### src/rtl/prio_encoder_rr.sv
// Registered priority encoder with fixed or round-robin order and a valid/ready output stage.
// The round-robin search is descending from ptr-1 with wrap, so ptr=0 gives the same order as fixed priority.
module prio_encoder_rr #(
    parameter int N = 8,
    parameter int W = $clog2(N)
) (
    input  logic         clk,
    input  logic         rst_n,
    input  logic [N-1:0] req,
    input  logic         mode,
    input  logic         out_ready,
    output logic         valid,
    output logic [W-1:0] idx,
    output logic [N-1:0] grant
);

    logic         r_valid;
    logic [W-1:0] r_idx;
    logic [N-1:0] r_grant;
    logic [W-1:0] r_ptr;

    logic         w_load;
    logic         w_accept;
    logic [W-1:0] w_base;
    logic [N-1:0] w_below;
    logic [N-1:0] w_req_low;
    logic [W-1:0] w_all_idx;
    logic [W-1:0] w_low_idx;
    logic         w_any;
    logic         w_use_low;
    logic [W-1:0] w_sel_idx;
    logic [N-1:0] w_onehot;

    assign w_load   = !r_valid || out_ready;
    assign w_accept = r_valid && out_ready;
    // A transfer accepted in this cycle moves the pointer, and the new search must already see it.
    assign w_base   = w_accept ? r_idx : r_ptr;

    // Descending search from base-1 with wrap equals: highest request below base, else highest overall.
    genvar gi;
    generate
        for (gi = 0; gi < N; gi++) begin : g_below
            assign w_below[gi] = (W'(gi) < w_base);
        end
    endgenerate

    assign w_req_low = req & w_below;
    assign w_any     = |req;
    assign w_use_low = mode && (|w_req_low);

    always_comb begin
        w_all_idx = '0;
        w_low_idx = '0;
        for (int i = 0; i < N; i++) begin
            if (req[i]) begin
                w_all_idx = W'(i);
            end
            if (w_req_low[i]) begin
                w_low_idx = W'(i);
            end
        end
    end

    assign w_sel_idx = w_use_low ? w_low_idx : w_all_idx;

    generate
        for (gi = 0; gi < N; gi++) begin : g_onehot
            assign w_onehot[gi] = w_any && (w_sel_idx == W'(gi));
        end
    endgenerate

    always_ff @(posedge clk) begin
        if (!rst_n) begin
            r_valid <= 1'b0;
            r_idx   <= '0;
            r_grant <= '0;
            r_ptr   <= '0;
        end else begin
            if (w_accept) begin
                r_ptr <= r_idx;
            end
            if (w_load) begin
                r_valid <= w_any;
                r_idx   <= w_any ? w_sel_idx : '0;
                r_grant <= w_onehot;
            end
        end
    end

    assign valid = r_valid;
    assign idx   = r_idx;
    assign grant = r_grant;

endmodule

### config.mk
export PLATFORM = sky130hd
export DESIGN_NAME = prio_encoder_rr
export DESIGN_NICKNAME = d
export VERILOG_FILES = /design/src/rtl/prio_encoder_rr.sv
export SDC_FILE = /design/constraint.sdc
export NUM_CORES = 1
export LEC_CHECK = 0
export ABC_AREA = 0
export CAP_MARGIN = 20
export CORE_ASPECT_RATIO = 0.5
export CORE_UTILIZATION = 25
export CTS_CLUSTER_DIAMETER = 50
export DETAILED_ROUTE_END_ITERATION = 10
export PLACE_DENSITY = 0.49
export SKIP_LAST_GASP = 1
export SYNTH_ARGS = -nofsm -noshare
export SYNTH_HDL_FRONTEND = slang
export SYNTH_SLANG_ARGS = --single-unit
export TNS_END_PERCENT = 100
### constraint.sdc
create_clock -name clk -period 2.1 [get_ports clk]
set_input_delay 0.42 -clock clk [delete_from_list [all_inputs] [get_ports clk]]
set_output_delay 0.42 -clock clk [all_outputs]
set_load 0.005 [all_outputs]
==> metrics.md <==
| Metric | Value |
|---|---|
| Fillcell total | `409` |
| Slew at the pin closest to its max-slew limit | `~0.4 ns` |
| Overall track demand over capacity in global routing | `approximately 16%` |
| Yosys synthesis warning count | `0` |
| Clk buf depth | `2` |
| Setup repair after global routing missed its margin | `no` |
| Sequential fraction of the synthesis area | `a little over a quarter` |
| Skew final | `between 0.007 and 0.008 ns` |
| Crit end category | `flop` |
| Largest net degree at the start of global routing | `14` |
| H-tree levels | `1` |
| CTS buffer count | `3` |
| Ratio of routed vias to standard cells | `roughly 5.0` |
| Clock slew at reported path FFs | `approximately 0.07 ns` |
| Drt wl/cell | `between 10 and 15 µm` |
| Wirelength, routed | `~3600 µm` |
| Grt ovf | `0` |
| Drc violations | `0` |
| Share of Yosys cell area claimed by the top area cell type | `about a quarter` |
| Most frequently used flop master after synthesis | `sky130_fd_sc_hd__dfxtp_1` |
| Count of input and output buffers | `23` |
| Start of the worst register-to-register path | `idx[1]` |
| Share of final-layout standard cells stronger than drive strength 1 | `a little over a third` |
| Global-route wire length before repair | `~5900 µm` |
| Width of the chip | `slightly below 100 µm` |
| CP arrival | `approximately 2.2 ns` |
| Worst slew margin | `73.17%` |
| Family with the most delay on the worst path | `simple AND/OR/NAND/NOR gates` |
| Placed Area | `1617 µm²` |
| Cell count after synthesis | `136` |
| TritonCTS clock tree | `done` |
| CORE AREA | `between 4000 and 5000 µm²` |
| Total vias in the final route | `around 1200` |
| Synthesis-to-layout area growth | `52.60%` |
| Setup slack, reg-to-reg | `about 0.28 ns` |
| Type of the worst setup path | `input port to flop` |
| ANT nets after route | `0` |
| Min-Delay Startpoint | `grant[7]` |
| Critical path buffer and inverter count | `1` |
| Ratio of total power to cell area | `between 400 and 500 nW/µm²` |
| Cell count after placement | `240` |
| Average instance area after synthesis | `roughly 8.3 µm²` |
| Biggest area consumer among synthesized cells | `sky130_fd_sc_hd__dfxtp_1` |
| Netlist area before placement | `~1100 µm²` |
| Vias in the first global route | `approximately 1200` |
| Reg-to-Reg End | `idx[1]` |
| Total inserted antenna cells | `0` |
| Buffer type at the clock tree root | `sky130_fd_sc_hd__clkbuf_8` |
| Boundary pin count | `24` |
| Chain of cells forming the critical path | `dlygate4sd2_1, or4_4, or4b_4, and3_4, and2_4, nand2b_4, o211ai_2` |
| Number of violations of the max-capacitance limit | `0` |
| Starting density of the core | `~28%` |
| Cell Rows | `16` |
| Total non-filler cell area in the finished layout | `between 1500 and 2000 µm²` |
| Clock insertion delay at the later pin of the skew report | `0.26 ns` |
| Number of library cell types mapped by synthesis | `53` |
| Number of antenna violations at the first check in global routing | `0` |
| Worst hold path class | `flop to flop` |
| Critical path required time | `between 2 and 2.5 ns` |
| Post-DP HPWL | `2833 µm` |
| Maximum net fanout on the critical path | `4` |
| Number of hold-slack violations in the final timing report | `0` |
| Final RePlAce weighted congestion | `between 0.8 and 0.9` |
| Count of flip-flops with a built-in enable after synthesis | `0` |
| Initial detailed-routing violation count | `about 60` |
| Pins over their slew limit | `0` |
| Share of flip-flops with an asynchronous set or reset | `0%` |
| Max stage delay cell, worst path | `sky130_fd_sc_hd__or4b_4` |
| Number of nets in the synthesized netlist | `about 150` |
| Count of placed standard cells in the final layout, fillers left out | `roughly 240` |
| Run status | `completed` |
| Die Outline Area | `~4800 µm²` |
| Min cycle time layout | `a little over 2 ns` |
| Maximum VDD drop | `0.0001994 V` |
| Critical Path Max Stage Delay | `about 0.53 ns` |
| Quantity of hold-fixing buffers added after cts | `0` |
| WHS Path Cells | `2` |
| Clk sinks | `15` |
| Setup violation total in the final timing report | `0` |
| Synthesis-stage register bit count | `15` |
| NumNets Final | `203` |
| Die height | `49.54 µm` |
| Worst Hold Endpoint | `grant[7]` |
| Detailed-routing iteration count for the pre-antenna-repair pass | `4` |
| Total leakage power | `~0.69 nW` |
| Synth top area cells | `sky130_fd_sc_hd__dfxtp_1 (27%), sky130_fd_sc_hd__nand2_1 (4.7%), sky130_fd_sc_hd__a21oi_1 (4.0%)` |
| Highest attainable clock frequency | `0.4913 GHz` |
| Final worst path period share | `between 90% and 100%` |
| Count of cells along the worst register-to-register path | `7` |
| Critical Path Start Type | `input port` |
## registers in the layout (all words and copies together) (netlist names)
name	flops
grant	8
idx	3
valid	1
r_ptr	3
## placed cells by master, fill, tap and decap left out, types with 2 or more instances in the layout
cell / netlist / layout
sky130_fd_sc_hd__a211oi_1: 2 / 2
sky130_fd_sc_hd__a21bo_2: 2 / 2
sky130_fd_sc_hd__a21oi_1: 9 / 9
sky130_fd_sc_hd__and2_1: 4 / 3
sky130_fd_sc_hd__and2_2: 1 / 2
sky130_fd_sc_hd__and3_1: 2 / 2
sky130_fd_sc_hd__buf_4: 1 / 30
sky130_fd_sc_hd__clkbuf_2: 0 / 2
sky130_fd_sc_hd__clkbuf_8: 1 / 3
sky130_fd_sc_hd__clkdlybuf4s50_1: 0 / 18
sky130_fd_sc_hd__dfxtp_1: 15 / 14
sky130_fd_sc_hd__dlygate4sd2_1: 0 / 2
sky130_fd_sc_hd__inv_1: 5 / 5
sky130_fd_sc_hd__nand2_1: 14 / 13
sky130_fd_sc_hd__nand2b_1: 3 / 3
sky130_fd_sc_hd__nand3_1: 4 / 3
sky130_fd_sc_hd__nand3_4: 0 / 2
sky130_fd_sc_hd__nand4_1: 6 / 6
sky130_fd_sc_hd__nor2_1: 9 / 8
sky130_fd_sc_hd__nor2_2: 1 / 2
sky130_fd_sc_hd__nor3_1: 3 / 3
sky130_fd_sc_hd__o211ai_1: 3 / 3
sky130_fd_sc_hd__o211ai_2: 3 / 3
sky130_fd_sc_hd__o21a_1: 3 / 3
sky130_fd_sc_hd__o21ai_0: 7 / 6
sky130_fd_sc_hd__o21ai_1: 1 / 2
sky130_fd_sc_hd__o311ai_2: 1 / 2
sky130_fd_sc_hd__o31ai_1: 5 / 5
## where the power goes
| group | switching, mW | internal (mW) |
|---|---|---|
| sequential | 0.0233 | 0.301 |
| combinational | 0.118 | 0.130 |
| clock | 0.120 | 0.134 |
## Yosys cell counts, drive strengths merged, types with 3 or more instances
library cell	n
and3	3
a21oi	9
o21a	3
nand3	6
nand2b	4
buf	3
and2	6
inv	5
o211ai	6
dfxtp	15
nand2	14
nor3	3
o21ai	9
nand4	6
o31ai	5
nor2	10
## stage by stage
stage	power (mW)	hold WS (ns)	worst slack [ns]	TNS, ns	utilization, %
2_1_floorplan	0.4454	0.4495	-0.02231	-0.03150	-
3_3_place_gp	0.5653	0.4435	-0.5005	-4.689	39.39
3_5_place_dp	0.5633	0.4460	-0.4637	-4.640	39.39
4_1_cts	0.8263	0.4666	0.02859	0	42.01
5_1_grt	0.8688	0.4954	0.01618	0	42.01
6_report	0.8262	0.4600	0.06443	0	42.01
## worst reg2reg max path, cell delays in order (launching register included)
cell and delay (ns):
sky130_fd_sc_hd__dfxtp_1 0.53, sky130_fd_sc_hd__nand3_1 0.20, sky130_fd_sc_hd__a221oi_2 0.25, sky130_fd_sc_hd__buf_4 0.15
sky130_fd_sc_hd__a32oi_4 0.06, sky130_fd_sc_hd__buf_4 0.18, sky130_fd_sc_hd__and3_1 0.16, sky130_fd_sc_hd__o31ai_1 0.20
## cells by family after synthesis
family	count (synthesis)	synth area share, %
buffers and inverters	9	5.537
multiplexers	1	0.8860
flip-flops	15	26.58
AND/OR/NAND/NOR	57	29.13
AO/OA/AOI/OAI	54	37.88
## cell type report
cell class	count	area [µm²]	area share, %
clock buffer	3	41.29	2.395
clock inverter	1	7.507	0.4354
inverter	5	18.77	1.089
multi-input combinational	112	833.3	48.33
sequential	15	301.5	17.49
tap	54	67.56	3.919
timing repair buffer	54	454.2	26.34
## per-layer routing
metal  track usage, %  wire length [µm]  vias to the layer above  share of wire, %
met5                0                 0                        -                 0
met4            2.985                17                        0              0.48
met3            3.972               116                        2               3.2
met2            24.88              1518                       19                43
met1            21.42              1918                      580                54
li1                 -                 -                      631                 -
## worst max path at each step
stage	startpoint	to	slack (ns)	cells after the start
after CTS	req[5]	grant[1]	0.03	7
after detailed placement	req[5]	grant[5]	-0.46	7
after floorplan	req[6]	grant[5]	-0.02	7
after global placement	out_ready	grant[3]	-0.50	10
final	req[6]	grant[1]	0.06	7
after global routing	req[6]	grant[4]	0.02	7
## what timing repair did
action                                  4_1_cts  5_1_grt
endpoints found under the setup margin       10        7
setup buffers                                 0        0
gates resized for setup                      22        5
pin swaps                                    10        3
cloned                                        0        0
No activity file was read; power rests on OpenSTA's default activity.
